<file path="config.mk">
export PLATFORM = sky130hd
export DESIGN_NAME = vend_dispense
export DESIGN_NICKNAME = d
export VERILOG_FILES = /design/src/rtl/vend_dispense.sv
export SDC_FILE = /design/constraint.sdc
export NUM_CORES = 1
export LEC_CHECK = 0
export CORE_MARGIN = 2
export CORE_UTILIZATION = 51
export DETAILED_ROUTE_END_ITERATION = 10
export PLACE_DENSITY_LB_ADDON = 0.2
export SYNTH_ARGS = -nofsm -noshare
export SYNTH_HDL_FRONTEND = slang
export SYNTH_SLANG_ARGS = --single-unit
</file>
<file path="constraint.sdc">
create_clock -name clk -period 5.13 [get_ports clk]
set_clock_uncertainty 0.15 [all_clocks]
set_input_delay 0.513 -clock clk [delete_from_list [all_inputs] [get_ports clk]]
set_output_delay 0.513 -clock clk [all_outputs]
set_load 0.01 [all_outputs]
</file>
<file path="src/rtl/vend_dispense.sv">
// Vending credit dispatcher: counts owed products/nickels and runs the four-phase dispense handshakes.
// Optional ack watchdog with FAULT state enabled by defining VEND_ACK_TIMEOUT_EN.
module vend_dispense (
  input  logic       clk,
  input  logic       reset,
  input  logic       dollar,
  input  logic       nickel,
  input  logic       motor_ack,
  input  logic       change_ack,
  output logic       vend_req,
  output logic       nickel_req,
  output logic [2:0] pend_vends,
  output logic [2:0] pend_nickels,
  output logic       busy,
  output logic       overflow,
  output logic       fault
);

  typedef enum logic [2:0] {
    IDLE      = 3'd0,
    VEND      = 3'd1,
    VEND_WAIT = 3'd2,
    CHG       = 3'd3,
`ifdef VEND_ACK_TIMEOUT_EN
    CHG_WAIT  = 3'd4,
    FAULT     = 3'd5
`else
    CHG_WAIT  = 3'd4
`endif
  } state_t;

  state_t state, state_nx;
  logic   vend_inc, vend_dec;
  logic   chg_inc, chg_dec;

  assign vend_inc = dollar;
  assign chg_inc  = dollar & nickel;

`ifdef VEND_ACK_TIMEOUT_EN
  logic [3:0] wd;
  logic       wd_expired;

  assign wd_expired = (wd == 4'd14);
`endif

  always_ff @(posedge clk or negedge reset) begin
    if (!reset) begin
      state <= IDLE;
    end else begin
      state <= state_nx;
    end
  end

  always_comb begin
    state_nx = state;
    vend_dec = 1'b0;
    chg_dec  = 1'b0;
    unique case (state)
      IDLE: begin
        if (pend_vends != 3'd0) begin
          state_nx = VEND;
        end else if (pend_nickels != 3'd0) begin
          state_nx = CHG;
        end
      end
      VEND: begin
        if (motor_ack) begin
          state_nx = VEND_WAIT;
          vend_dec = 1'b1;
`ifdef VEND_ACK_TIMEOUT_EN
        end else if (wd_expired) begin
          state_nx = FAULT;
`endif
        end
      end
      VEND_WAIT: begin
        if (!motor_ack) begin
          state_nx = IDLE;
        end
      end
      CHG: begin
        if (change_ack) begin
          state_nx = CHG_WAIT;
          chg_dec  = 1'b1;
`ifdef VEND_ACK_TIMEOUT_EN
        end else if (wd_expired) begin
          state_nx = FAULT;
`endif
        end
      end
      CHG_WAIT: begin
        if (!change_ack) begin
          state_nx = IDLE;
        end
      end
`ifdef VEND_ACK_TIMEOUT_EN
      FAULT: begin
        state_nx = FAULT;
      end
`endif
      default: begin
        state_nx = IDLE;
      end
    endcase
  end

  // A simultaneous credit and acceptance cancel, so saturation only bites on a net increment.
  always_ff @(posedge clk or negedge reset) begin
    if (!reset) begin
      pend_vends <= 3'd0;
    end else if (vend_inc && !vend_dec) begin
      if (pend_vends != 3'd7) begin
        pend_vends <= pend_vends + 3'd1;
      end
    end else if (vend_dec && !vend_inc) begin
      pend_vends <= pend_vends - 3'd1;
    end
  end

  always_ff @(posedge clk or negedge reset) begin
    if (!reset) begin
      pend_nickels <= 3'd0;
    end else if (chg_inc && !chg_dec) begin
      if (pend_nickels != 3'd7) begin
        pend_nickels <= pend_nickels + 3'd1;
      end
    end else if (chg_dec && !chg_inc) begin
      pend_nickels <= pend_nickels - 3'd1;
    end
  end

  always_ff @(posedge clk or negedge reset) begin
    if (!reset) begin
      overflow <= 1'b0;
    end else if ((vend_inc && !vend_dec && pend_vends == 3'd7) ||
                 (chg_inc && !chg_dec && pend_nickels == 3'd7)) begin
      overflow <= 1'b1;
    end
  end

`ifdef VEND_ACK_TIMEOUT_EN
  // Cleared on the entering edge, so the request stays up 15 cycles before FAULT.
  always_ff @(posedge clk or negedge reset) begin
    if (!reset) begin
      wd <= 4'd0;
    end else if ((state_nx == VEND || state_nx == CHG) && state_nx != state) begin
      wd <= 4'd0;
    end else if (state == VEND || state == CHG) begin
      wd <= wd + 4'd1;
    end
  end

  assign fault = (state == FAULT);
`else
  assign fault = 1'b0;
`endif

  assign vend_req   = (state == VEND);
  assign nickel_req = (state == CHG);
  assign busy       = (state != IDLE) || (pend_vends != 3'd0) || (pend_nickels != 3'd0);

endmodule

</file>
# Word level (Yosys, flattened, before mapping)

Index checks and enable logic that the tools add are counted.

Register bits: 10
Bits of input ports: 6
Output and inout bits: 11
Word-level logic and storage cells: 63

Add/sub/neg operators: 4
Eq/ne operators: 15
Muxes and demuxes: 17
Bitwise operators: 1
Reduce and logical (&&, ||, !) cells: 22

Operators by type and width:

| cell                | number |
|---|---|
| $mux 3              | 12 |
| $pmux 3 s5          | 1 |
| $eq 3x3->1 const B  | 3 |
| $ne 3x3->1 const B  | 3 |
| $reduce_bool 3->1   | 3 |
| $ne 2x2->1 const B  | 4 |
| $add 3x1->3 const B | 2 |
| $eq 3x2->1 const B  | 2 |
| $logic_and 1x1->1   | 6 |
| $sub 3x1->3 const B | 2 |
| $reduce_and 5->1    | 1 |
| $logic_not 1->1     | 4 |
| $mux 1              | 4 |
| $ne 2x1->1 const B  | 2 |
| $reduce_and 2->1    | 2 |
| $reduce_bool 2->1   | 2 |
| $eq 3x1->1 const B  | 1 |
| $logic_not 3->1     | 1 |
| $logic_or 1x1->1    | 3 |
| $and 1x1->1         | 1 |

# Longest topological paths before layout

Depth in word-level cells: 6
Gate-level depth with buffers: 8

# Least setup slack after synthesis

OpenSTA, ideal clock, no wires.

Path type: input port to flip-flop
Start: in motor_ack
End: reg pend_vends[2]
Data arrival time: 1.794 ns
Required time: 4.847 ns
Path slack: 3.053 ns
Stages: 7
Path buffers: 1
Path through: nand4bb_1 > clkbuf_1 > nand2_1 > fa_1 > nor3_1 > a41o_1 > a21oi_1

Word-level cells in the longest chain between the ends: 6
Elaborated cells between the ends (all ways): 9

RTL lines:

| what                                                             | line | RTL |
|---|---|---|
| start: declaration                                               | 8    | `input logic motor_ack,` |
| $mux 1 (*)                                                       | 67   | `if (motor_ack) begin` |
| $mux 1 (*)                                                       | 58   | `unique case (state)` |
| $logic_not 1->1                                                  | 111  | `end else if (vend_inc && !vend_dec) begin` |
| $logic_and 1x1->1                                                | 111  |  |
| $ne 2x1->1 (no source line) or $reduce_bool 2->1 (tied branches) | --   |  |
| $reduce_and 2->1 (no source line)                                | --   |  |
| end signal: assignment                                           | 113  | `pend_vends <= pend_vends + 3'd1;` |
| end signal: assignment                                           | 116  | `pend_vends <= pend_vends - 3'd1;` |
| end: declaration                                                 | 12   | `output logic [2:0] pend_vends,` |

Mark *: on every way between the ends. The rest lies on a longest branch, timed or not.
A chain may end at the register's enable or synchronous reset.

# Worst setup path after layout

Start: reg state[0]
End: out busy

Word-level cells in the longest chain between the ends: 3

RTL lines:

| what                          | line | RTL |
|---|---|---|
| start: declaration            | 32   | `state_t state, state_nx;` |
| start signal: assignment      | 50   | `state <= state_nx;` |
| $reduce_bool 3->1             | 160  | `assign busy = (state != IDLE) \|\| (pend_vends != 3'd0) \|\| (pend_nickels != 3'd0);` |
| $logic_or 1x1->1 (2 in a row) | 160  |  |
| end: declaration              | 14   | `output logic busy,` |

Every way passes these cells.

==> results_dict.tcl <==
set metrics [dict create \
    first_pass_iters 4 \
    place.gp.congestion 0.7631 \
    hold_ws_ps 353.4 \
    clockBufferDepth 2 \
    syn_area_per_cell_sq_um 8.550 \
    min_period_over_period_pct 52.74 \
    status "finished clean" \
    path_class "reg2out" \
    netlist_instances 84 \
    wl_per_cell_um 13.35 \
    numCtsBuffers 3 \
    drc 0 \
    reg2reg_setup_slack_ps 2820 \
    post-place-ws_ps 2363 \
    arrival_ps 2040 \
    clock_latency_ps 260 \
    antenna_found_initial 0 \
    rsz0062_at_grt "false" \
    setup_viol 0 \
    drtAntennaViolNets 0 \
    dpl.hpwl_um 1092 \
    final_common_cell "clkdlybuf4s50_1" \
    die_y_um 41.53 \
    core_area_sq_um 1301 \
    final_cell_mix "clkdlybuf4s50_1 (15), nand2_1 (14), dfrtp_1 (10)" \
    tns_ps 0 \
    worstPathCellList "or4_1, nor3_2, nand2_1, clkdlybuf4s50_1" \
    yosysSeqAreaShare_pct 34.84 \
    io_pins 17 \
    leakage_nw 0.3599 \
    cp-end-kind "output port" \
    initial_utilization_pct 55.19 \
    die_w_um 41.53 \
    root_buffer "clkbuf_4" \
    portBuffers 15 \
    antenna_cells 0 \
    cp_max_fo 8 \
    fmax_mhz 369.6 \
    grt_max_degree 12 \
    synth_cell_type_count 39 \
    postRouteWirelength_um 1469 \
    syn_nets 92 \
    total_power_mw 0.5126 \
    finalNetCount 105 \
    drt_iter0_markers 28 \
    critical_path_required_ps 4470 \
    vias 656 \
    p_per_area_nw_per_um2 588.7 \
    cts_tree "yes" \
    drive_gt1_share_pct 4.211 \
    syn2layout_area_growth_pct 21.25 \
    post_cts_buffers 0 \
    slowest_delay_ps 560 \
    grt_pass1_wl_um 2546 \
    period_minus_slack_ps 2706 \
    rows 13 \
    routed_via_density 5.964 \
    grt_pass1_vias 615 \
    synth_seq_cells 10 \
    grtUsageTotal_pct 18.25 \
    yosysWarnings 0 \
    hold_buffers 0 \
    overflow 0 \
    hold_viol_final 0 \
    dieArea_sq_um 1724 \
    clock-sinks 10 \
    slew_violations 0 \
    max-cap-violations 0 \
    cpMaxStageDelayCell "or4_1" \
    cts_resized 0 \
    hp-class "reg2reg" \
    vdd_drop_max_mv 0.3338 \
    synthesis.area_sq_um 718.2 \
    cts_max_level 1 \
    cts.clk_slew.worst_paths_ps 70 \
    timing.final.ws_setup_ps 2424 \
    worstSetupStartpointType "flip-flop" \
]
report_power, final:
| part | leakage (nW) | switching, mW | total, mW | internal [mW] |
|---|---|---|---|---|
| combinational | 0.232 | 0.117 | 0.270 | 0.153 |
| clock | 0.0138 | 0.0269 | 0.0540 | 0.0271 |
| sequential | 0.114 | 0.0763 | 0.189 | 0.113 |
cells in the mapped netlist (all sizes together):
| cell type | number | area [sq um] |
|---|---|---|
| a211oi | 1 | 7.510 |
| a21oi | 7 | 35.03 |
| a221oi | 1 | 8.760 |
| a22oi | 1 | 7.510 |
| a2bb2oi | 1 | 8.760 |
| a31oi | 1 | 6.260 |
| a32o | 1 | 10.01 |
| a41o | 1 | 10.01 |
| and2 | 2 | 12.51 |
| and3 | 3 | 18.77 |
| buf | 4 | 27.52 |
| clkbuf | 3 | 11.26 |
| conb | 1 | 3.750 |
| dfrtp | 10 | 250.2 |
| fa | 2 | 40.04 |
| inv | 1 | 3.750 |
| mux2i | 1 | 10.01 |
| nand2 | 14 | 52.55 |
| nand2b | 2 | 12.51 |
| nand3 | 2 | 10.01 |
| nand4b | 1 | 8.760 |
| nand4bb | 1 | 11.26 |
| nor2 | 1 | 3.750 |
| nor2b | 4 | 25.02 |
| nor3 | 5 | 30.03 |
| nor3b | 1 | 7.510 |
| o211ai | 1 | 7.510 |
| o21a | 1 | 7.510 |
| o21ai | 3 | 15.01 |
| o22ai | 2 | 12.51 |
| o32ai | 1 | 8.760 |
| or4 | 1 | 7.510 |
| xnor2 | 1 | 8.760 |
| xor2 | 2 | 17.52 |
layout make-up:
class / instances / area, sq um
clock buffers: 3 / 22.52
fillers: 117 / 430.4
repair buffers: 15 / 150.1
inverters: 1 / 3.754
flip-flops and latches: 10 / 250.2
multi-input cells: 66 / 425.4
well taps: 15 / 18.77
final timing paths:
path / from / end / cells after the start
setup reg to reg: state[1]$_DFFE_PN0P_ / pend_vends[1]$_DFFE_PN0P_ / 5
setup / recovery: state[0]$_DFFE_PN0P_ / busy / 4
hold reg to reg: overflow$_DFFE_PN0P_ / overflow$_DFFE_PN0P_ / 2
max in group asynchronous: reset / pend_nickels[0]$_DFFE_PN0P_ / 1
min in group asynchronous: reset / pend_vends[1]$_DFFE_PN0P_ / 1
hold / removal: overflow$_DFFE_PN0P_ / overflow$_DFFE_PN0P_ / 2
logic make-up (layout without fill, tap and decap cells):
logic type	count (synthesis)	in the layout	synth area share, %
compound gates	22	22	20.21
xor+xnor	3	3	3.659
fa+ha+maj	2	2	5.575
buf+inv	8	19	5.922
flops	10	10	34.84
mux	1	1	1.394
other cells	1	1	0.5221
simple gates	37	37	27.87
through the flow:
step	util [%]	cells	area (sq um)
after floorplan	-	84	718.2
after global placement	65.19	107	848.3
after detailed placement	65.19	107	848.3
after global routing	66.92	110	870.8
final	66.92	110	870.8
after CTS	66.92	110	870.8
worst max-delay path, delay by kind of cell (launching register included):
kind	cells	cell delay (ps)
AND/OR/NAND/NOR	3	820
buffers and inverters	1	490
flip-flops	1	470
state kept, by name, indices dropped and copies added, names as in the netlist:
signal,count
pend_nickels,3
pend_vends,3
state,3
overflow,1
routing by layer:
metal	vias up	wire length, um	part of all wire, %	global-route usage [%]
met5	-	0	0	0
met1	312	697	47	25.48
met3	2	59	4.0	1.739
met2	16	698	48	28.75
met4	0	14	0.95	7.742
li1	326	-	-	-
(Power assumes the default switching activity.)
